## config.mk

```make
export PLATFORM = sky130hd
export DESIGN_NAME = lsu_mem_stage
export DESIGN_NICKNAME = d
export VERILOG_FILES = /design/src/rtl/riscv_pkg.sv /design/src/rtl/lsu_align.sv /design/src/rtl/lsu_mem_stage.sv
export SDC_FILE = /design/constraint.sdc
export NUM_CORES = 1
export LEC_CHECK = 0
export ABC_AREA = 1
export CELL_PAD_IN_SITES_DETAIL_PLACEMENT = 1
export CELL_PAD_IN_SITES_GLOBAL_PLACEMENT = 1
export CORE_MARGIN = 5
export CORE_UTILIZATION = 34
export CTS_CLUSTER_SIZE = 25
export DETAILED_ROUTE_END_ITERATION = 16
export PLACE_DENSITY = 0.93
export REMOVE_ABC_BUFFERS = 1
export SYNTH_ARGS = -nofsm -noshare
export SYNTH_HDL_FRONTEND = slang
export SYNTH_SLANG_ARGS = --single-unit
export TNS_END_PERCENT = 10
```

## constraint.sdc

```tcl
create_clock -name clk -period 5.9 [get_ports clk]
set_clock_uncertainty 0.05 [all_clocks]
set_input_delay 0.59 -clock clk [delete_from_list [all_inputs] [get_ports clk]]
set_output_delay 0.59 -clock clk [all_outputs]
set_load 0.03 [all_outputs]
```

## src/rtl/riscv_pkg.sv

```systemverilog
// Shared RISC-V datapath definitions used by the load/store stage.
//   riscVDat     : 32-bit datapath word
//   F3_*         : func3 width/sign codes for loads and stores
//   fault_e      : completion status reported with done
//   lsu_state_e  : load/store stage sequencing states
package riscv_pkg;

  typedef logic [31:0] riscVDat;

  localparam logic [2:0] F3_LB  = 3'b000;
  localparam logic [2:0] F3_LH  = 3'b001;
  localparam logic [2:0] F3_LW  = 3'b010;
  localparam logic [2:0] F3_LBU = 3'b100;
  localparam logic [2:0] F3_LHU = 3'b101;
  localparam logic [2:0] F3_SB  = 3'b000;
  localparam logic [2:0] F3_SH  = 3'b001;
  localparam logic [2:0] F3_SW  = 3'b010;

  typedef enum logic [1:0] {
    FAULT_OK       = 2'b00,
    FAULT_MISALIGN = 2'b01,
    FAULT_ILLEGAL  = 2'b10,
    FAULT_TIMEOUT  = 2'b11
  } fault_e;

  typedef enum logic [1:0] {
    IDLE = 2'b00,
    REQ  = 2'b01,
    DONE = 2'b10
  } lsu_state_e;

endpackage

```

## src/rtl/lsu_align.sv

```systemverilog
// Combinational lane steering for the load/store stage.
//   st_f3, st_off, st_data : store width code, byte offset, rs2 data
//   st_be, st_wdata        : byte enables and lane-replicated write data
//   ld_f3, ld_off, ld_raw  : load width/sign code, byte offset, raw memory word
//   ld_data                : extracted and sign/zero-extended load result
module lsu_align
  import riscv_pkg::*;
(
  input  logic [2:0] st_f3,
  input  logic [1:0] st_off,
  input  riscVDat    st_data,
  output logic [3:0] st_be,
  output riscVDat    st_wdata,
  input  logic [2:0] ld_f3,
  input  logic [1:0] ld_off,
  input  riscVDat    ld_raw,
  output riscVDat    ld_data
);

  logic [7:0]  ld_byte;
  logic [15:0] ld_half;

  // Replicating the store data across all lanes lets memory pick the
  // enabled lane without needing a shifter on its side.
  always_comb begin
    st_be    = 4'hF;
    st_wdata = st_data;
    case (st_f3)
      F3_SB: begin
        st_be    = 4'b0001 << st_off;
        st_wdata = {4{st_data[7:0]}};
      end
      F3_SH: begin
        st_be    = 4'b0011 << st_off;
        st_wdata = {2{st_data[15:0]}};
      end
      default: begin
        st_be    = 4'hF;
        st_wdata = st_data;
      end
    endcase
  end

  always_comb begin
    ld_byte = ld_raw[7:0];
    case (ld_off)
      2'd0: ld_byte = ld_raw[7:0];
      2'd1: ld_byte = ld_raw[15:8];
      2'd2: ld_byte = ld_raw[23:16];
      2'd3: ld_byte = ld_raw[31:24];
      default: ld_byte = ld_raw[7:0];
    endcase
    ld_half = ld_off[1] ? ld_raw[31:16] : ld_raw[15:0];

    ld_data = ld_raw;
    case (ld_f3)
      F3_LB:   ld_data = {{24{ld_byte[7]}}, ld_byte};
      F3_LBU:  ld_data = {24'h0, ld_byte};
      F3_LH:   ld_data = {{16{ld_half[15]}}, ld_half};
      F3_LHU:  ld_data = {16'h0, ld_half};
      default: ld_data = ld_raw;
    endcase
  end

endmodule

```

## src/rtl/lsu_mem_stage.sv

```systemverilog
// MEM stage: takes the ALU effective address and rs2 data on a go pulse,
// runs one word-addressed request/ack transaction to data memory and
// returns an extended load result with a completion status.
//   clk, rst                        : clock, async active-high reset
//   go, loadInstr, storeInstr, f3,
//   addr, stData                    : command, sampled only in IDLE
//   busy, done, ldData, fault       : status and load result
//   mem_req, mem_we, mem_addr,
//   mem_be, mem_wdata               : registered memory request
//   mem_rdata, mem_ack              : memory response
module lsu_mem_stage
  import riscv_pkg::*;
#(
  parameter int D_WIDTH = 32,
  parameter int TIMEOUT = 64
) (
  input  logic               clk,
  input  logic               rst,
  input  logic               go,
  input  logic               loadInstr,
  input  logic               storeInstr,
  input  logic [2:0]         f3,
  input  logic [D_WIDTH-1:0] addr,
  input  logic [D_WIDTH-1:0] stData,
  output logic               busy,
  output logic               done,
  output logic [D_WIDTH-1:0] ldData,
  output logic [1:0]         fault,
  output logic               mem_req,
  output logic               mem_we,
  output logic [D_WIDTH-1:0] mem_addr,
  output logic [3:0]         mem_be,
  output logic [D_WIDTH-1:0] mem_wdata,
  input  logic [D_WIDTH-1:0] mem_rdata,
  input  logic               mem_ack
);

  localparam int CW = (TIMEOUT > 2) ? $clog2(TIMEOUT) : 1;
  localparam logic [CW-1:0] WAIT_LAST = CW'(TIMEOUT - 1);

  lsu_state_e    state_q, state_d;
  fault_e        fault_d;
  logic          issue;
  logic          legal_f3;
  logic          misaligned;
  logic [CW-1:0] wait_q;
  logic [2:0]    f3_q;
  logic [1:0]    off_q;
  logic          load_q;
  logic [3:0]    st_be;
  riscVDat       st_wdata;
  riscVDat       ld_ext;

  lsu_align u_align (
    .st_f3    (f3),
    .st_off   (addr[1:0]),
    .st_data  (stData),
    .st_be    (st_be),
    .st_wdata (st_wdata),
    .ld_f3    (f3_q),
    .ld_off   (off_q),
    .ld_raw   (mem_rdata),
    .ld_data  (ld_ext)
  );

  // A store flag wins over a simultaneous load flag.
  always_comb begin
    if (storeInstr)
      legal_f3 = (f3 == F3_SB) || (f3 == F3_SH) || (f3 == F3_SW);
    else
      legal_f3 = (f3 == F3_LB) || (f3 == F3_LH) || (f3 == F3_LW) ||
                 (f3 == F3_LBU) || (f3 == F3_LHU);
    misaligned = ((f3[1:0] == 2'b01) && addr[0]) ||
                 ((f3[1:0] == 2'b10) && (addr[1:0] != 2'b00));
  end

  always_comb begin
    state_d = state_q;
    fault_d = FAULT_OK;
    issue   = 1'b0;
    case (state_q)
      IDLE: begin
        if (go) begin
          if (!(loadInstr || storeInstr)) begin
            state_d = DONE;
          end else if (!legal_f3) begin
            state_d = DONE;
            fault_d = FAULT_ILLEGAL;
          end else if (misaligned) begin
            state_d = DONE;
            fault_d = FAULT_MISALIGN;
          end else begin
            state_d = REQ;
            issue   = 1'b1;
          end
        end
      end
      REQ: begin
        // Ack is checked first so an ack on the final wait cycle still succeeds.
        if (mem_ack) begin
          state_d = DONE;
        end else if (wait_q == WAIT_LAST) begin
          state_d = DONE;
          fault_d = FAULT_TIMEOUT;
        end
      end
      DONE:    state_d = IDLE;
      default: state_d = IDLE;
    endcase
  end

  always_ff @(posedge clk or posedge rst) begin
    if (rst) begin
      state_q   <= IDLE;
      wait_q    <= '0;
      f3_q      <= '0;
      off_q     <= '0;
      load_q    <= 1'b0;
      mem_we    <= 1'b0;
      mem_addr  <= '0;
      mem_be    <= '0;
      mem_wdata <= '0;
      ldData    <= '0;
      fault     <= '0;
    end else begin
      state_q <= state_d;
      if (issue) begin
        wait_q    <= '0;
        f3_q      <= f3;
        off_q     <= addr[1:0];
        load_q    <= loadInstr && !storeInstr;
        mem_we    <= storeInstr;
        mem_addr  <= {addr[D_WIDTH-1:2], 2'b00};
        mem_be    <= storeInstr ? st_be : 4'hF;
        mem_wdata <= storeInstr ? st_wdata : '0;
      end else if (state_q == REQ) begin
        wait_q <= wait_q + 1'b1;
      end
      if ((state_q == REQ) && mem_ack && load_q)
        ldData <= ld_ext;
      if ((state_d == DONE) && (state_q != DONE))
        fault <= fault_d;
    end
  end

  assign busy    = (state_q != IDLE);
  assign done    = (state_q == DONE);
  assign mem_req = (state_q == REQ);

endmodule

```

==> summary.txt <==
Status - finished, final reports clean
Pwr Density - 521 nW/um2
Yosys warning count - 0
Seq/Total Area, Yosys - 0.520
Post-CTS Hold Buffers - 0
Post-cts resize count - 0
DRT Wirelength - 20.2 mm
Routed vias - 5580
Antenna viol nets, final - 0
Initial Util - 0.347
CTS tree - yes
Die H - 138 um
Crit path kind - in -> reg
Final-report hold violation count - 0
Gr usage total - 0.215
#FFs+latches synth - 115
Row count - 46
CP Launch Type - primary input
# clock sinks - 115
Syn_area_per_cell - 7.83 um2
Critical path destination - mem_wdata[2]
Worst skew pair latency - 0.41 ns
Grt ovf - 0
Worst min path class - reg -> reg
Slowest stage cell, crit path - clkdlybuf4s50_1
Core area - 15900 um2
Area growth, synth to finish - 50.3%
Drt pass-1 iters - 4
Setup Total Neg Slack - 0 ns
Mapped Area - 5540 um2
HPWL Detailed - 14.2 mm
Commonest non-fill, non-tap cell in the layout - nand2_1
R2R depth - 8
Number of buffers created by CTS - 17
Max_cap viols - 0
Maximum vdd drop - 254 uV
Worst setup path startpoint - storeInstr
Worst Path Arrival - 3.72 ns
Pins Over Slew Limit - 0
Routed wire length per instance - 17.9 um
H-tree depth - 4
RSZ-0062 raised after global routing - no
Wire length of the first global-routing pass - 31.6 mm
Ant. Diodes - 0
Crit share post-route - 0.581
Initial antenna violation count - 0
Critical Path End Type - flip-flop
Die X - 138 um
Reg2reg setup slack - 3.17 ns
Max Freq - 0.292 GHz
Async S/R FF share, synth - 1.00
Slew headroom - 0.324
R2R Path Start - state_q[0]
R2R Path End - mem_wdata[2]
Beginning of the worst hold path - mem_addr[26]
Worst-path cell chain - clkdlybuf4s50_1, nor2_1, nor2_1, nand3_4, buf_4, nor2_4, nand2_1, nand2_1
Layout cells sized above 1 - 0.0548
Largest net degree at the start of global routing - 77
Max incr delay on CP - 0.98 ns
Most frequent cells in the layout - nand2_1, clkdlybuf4s50_1, dfrtp_1, nor2_1, a21oi_1
Die Area - 18900 um2
Clk pin slew, worst setup/hold paths - 0.06 ns
Vias in the first global route - 5989
Max FO, Critical Path - 66
I/O Buffers - 208
Post-synth top flop - dfrtp_1
Distinct cells, synth - 33
Gate Count Post-Synth - 707
Leakage - 0.00394 uW
Critical Path RT - 6.19 ns
CTS max path bufs - 2
Final Util - 0.522
Via density - 4.95
Gpl congestion - 0.788
DR iter-0 viols - 298
Post-synth EDFFs - 0
I/O pin cnt - 211
Number of remaining DRC errors - 0
Worst slew pin tran - 1.01 ns
Final setup violation count - 0
Clock period minus worst slack - 3.43 ns
Final nets - 1005
CTS root buf - clkbuf_16
Post-CTS setup buffer count - 0
registers in the layout (all words and copies together) (netlist names):
signal / count
state_q: 2
fault: 2
mem_wdata: 32
mem_we: 1
wait_q: 6
ldData: 32
mem_addr: 30
f3_q: 3
mem_be: 4
off_q: 2
load_q: 1
cell usage after synthesis (2+ instances only):
cell type  number  area share
dfrtp_1       115        0.52
nor3_1          2      0.0018
nor2_1         53       0.036
nand2_1       294        0.20
nand3_1        27       0.024
inv_2           3      0.0020
nand4_1         3      0.0034
buf_6           8       0.016
buf_2          14       0.013
or2_2           2      0.0023
o211ai_1       21       0.028
o21ai_0        38       0.034
buf_4           3      0.0041
clkbuf_1       13      0.0088
o21ai_1        15       0.014
inv_1          31       0.021
nor2_4          2      0.0041
a21oi_1        48       0.043
worst max-delay path: cells and delay by family:
kind / cells / cell delay [ns]
simple gates: 6 / 1.60
buf+inv: 2 / 1.50
layout make-up:
class                           count  area [um2]
Multi-Input combinational cell    518        2280
Timing Repair Buffer              213        2120
Clock inverter                     14         203
Clock buffer                       18         439
Sequential cell                   115        2880
Fill cell                        1925        7620
Inverter                           34         130
Tap cell                          216         270
worst min-delay path by stage:
stage	to	slack (ns)	cells past startpoint
floorplan	wait_q[4]	0.40	1
global placement	mem_addr[29]	0.41	2
detailed placement	mem_addr[5]	0.41	2
CTS	mem_addr[5]	0.43	2
global route	mem_addr[11]	0.45	2
finish	mem_addr[26]	0.43	2
where the power goes:
part | internal (uW) | switching, uW | leakage (uW) | total, uW
clock | 723 | 398 | 0.000300 | 1120
sequential | 1090 | 215 | 0.00145 | 1300
combinational | 738 | 1170 | 0.00219 | 1910
total | 2550 | 1780 | 0.00394 | 4340
per-stage QoR:
step | instance area [um2] | total power, uW | hold slack [ns] | cells | setup slack (ns)
after CTS | 8320 | 4380 | 0.430 | 1128 | 2.48
after global routing | 8320 | 4560 | 0.450 | 1128 | 2.20
after floorplan | 5290 | 2320 | 0.396 | 667 | 2.22
after global placement | 7680 | 3160 | 0.410 | 1096 | 2.18
after detailed placement | 7680 | 3230 | 0.414 | 1096 | 2.09
final | 8320 | 4340 | 0.426 | 1128 | 2.47
per-layer routing:
metal | track usage | share of wire | up-vias
met5 | 0 | 0 | -
met4 | 0.0826 | 0.025 | 0
met3 | 0.0526 | 0.056 | 37
met2 | 0.382 | 0.52 | 152
met1 | 0.249 | 0.39 | 2739
li1 | - | - | 2652
cell families (layout without fill, tap and decap cells):
family | count (synthesis) | in the layout | share of synthesized area
compound gates | 127 | 127 | 0.127
fa+ha+maj | 1 | 1 | 0.00226
buf+inv | 75 | 279 | 0.0692
flops | 115 | 115 | 0.520
mux | 1 | 1 | 0.00181
other cells | 1 | 2 | 0.000677
simple gates | 387 | 387 | 0.280
No activity file was read; power rests on OpenSTA's default activity.
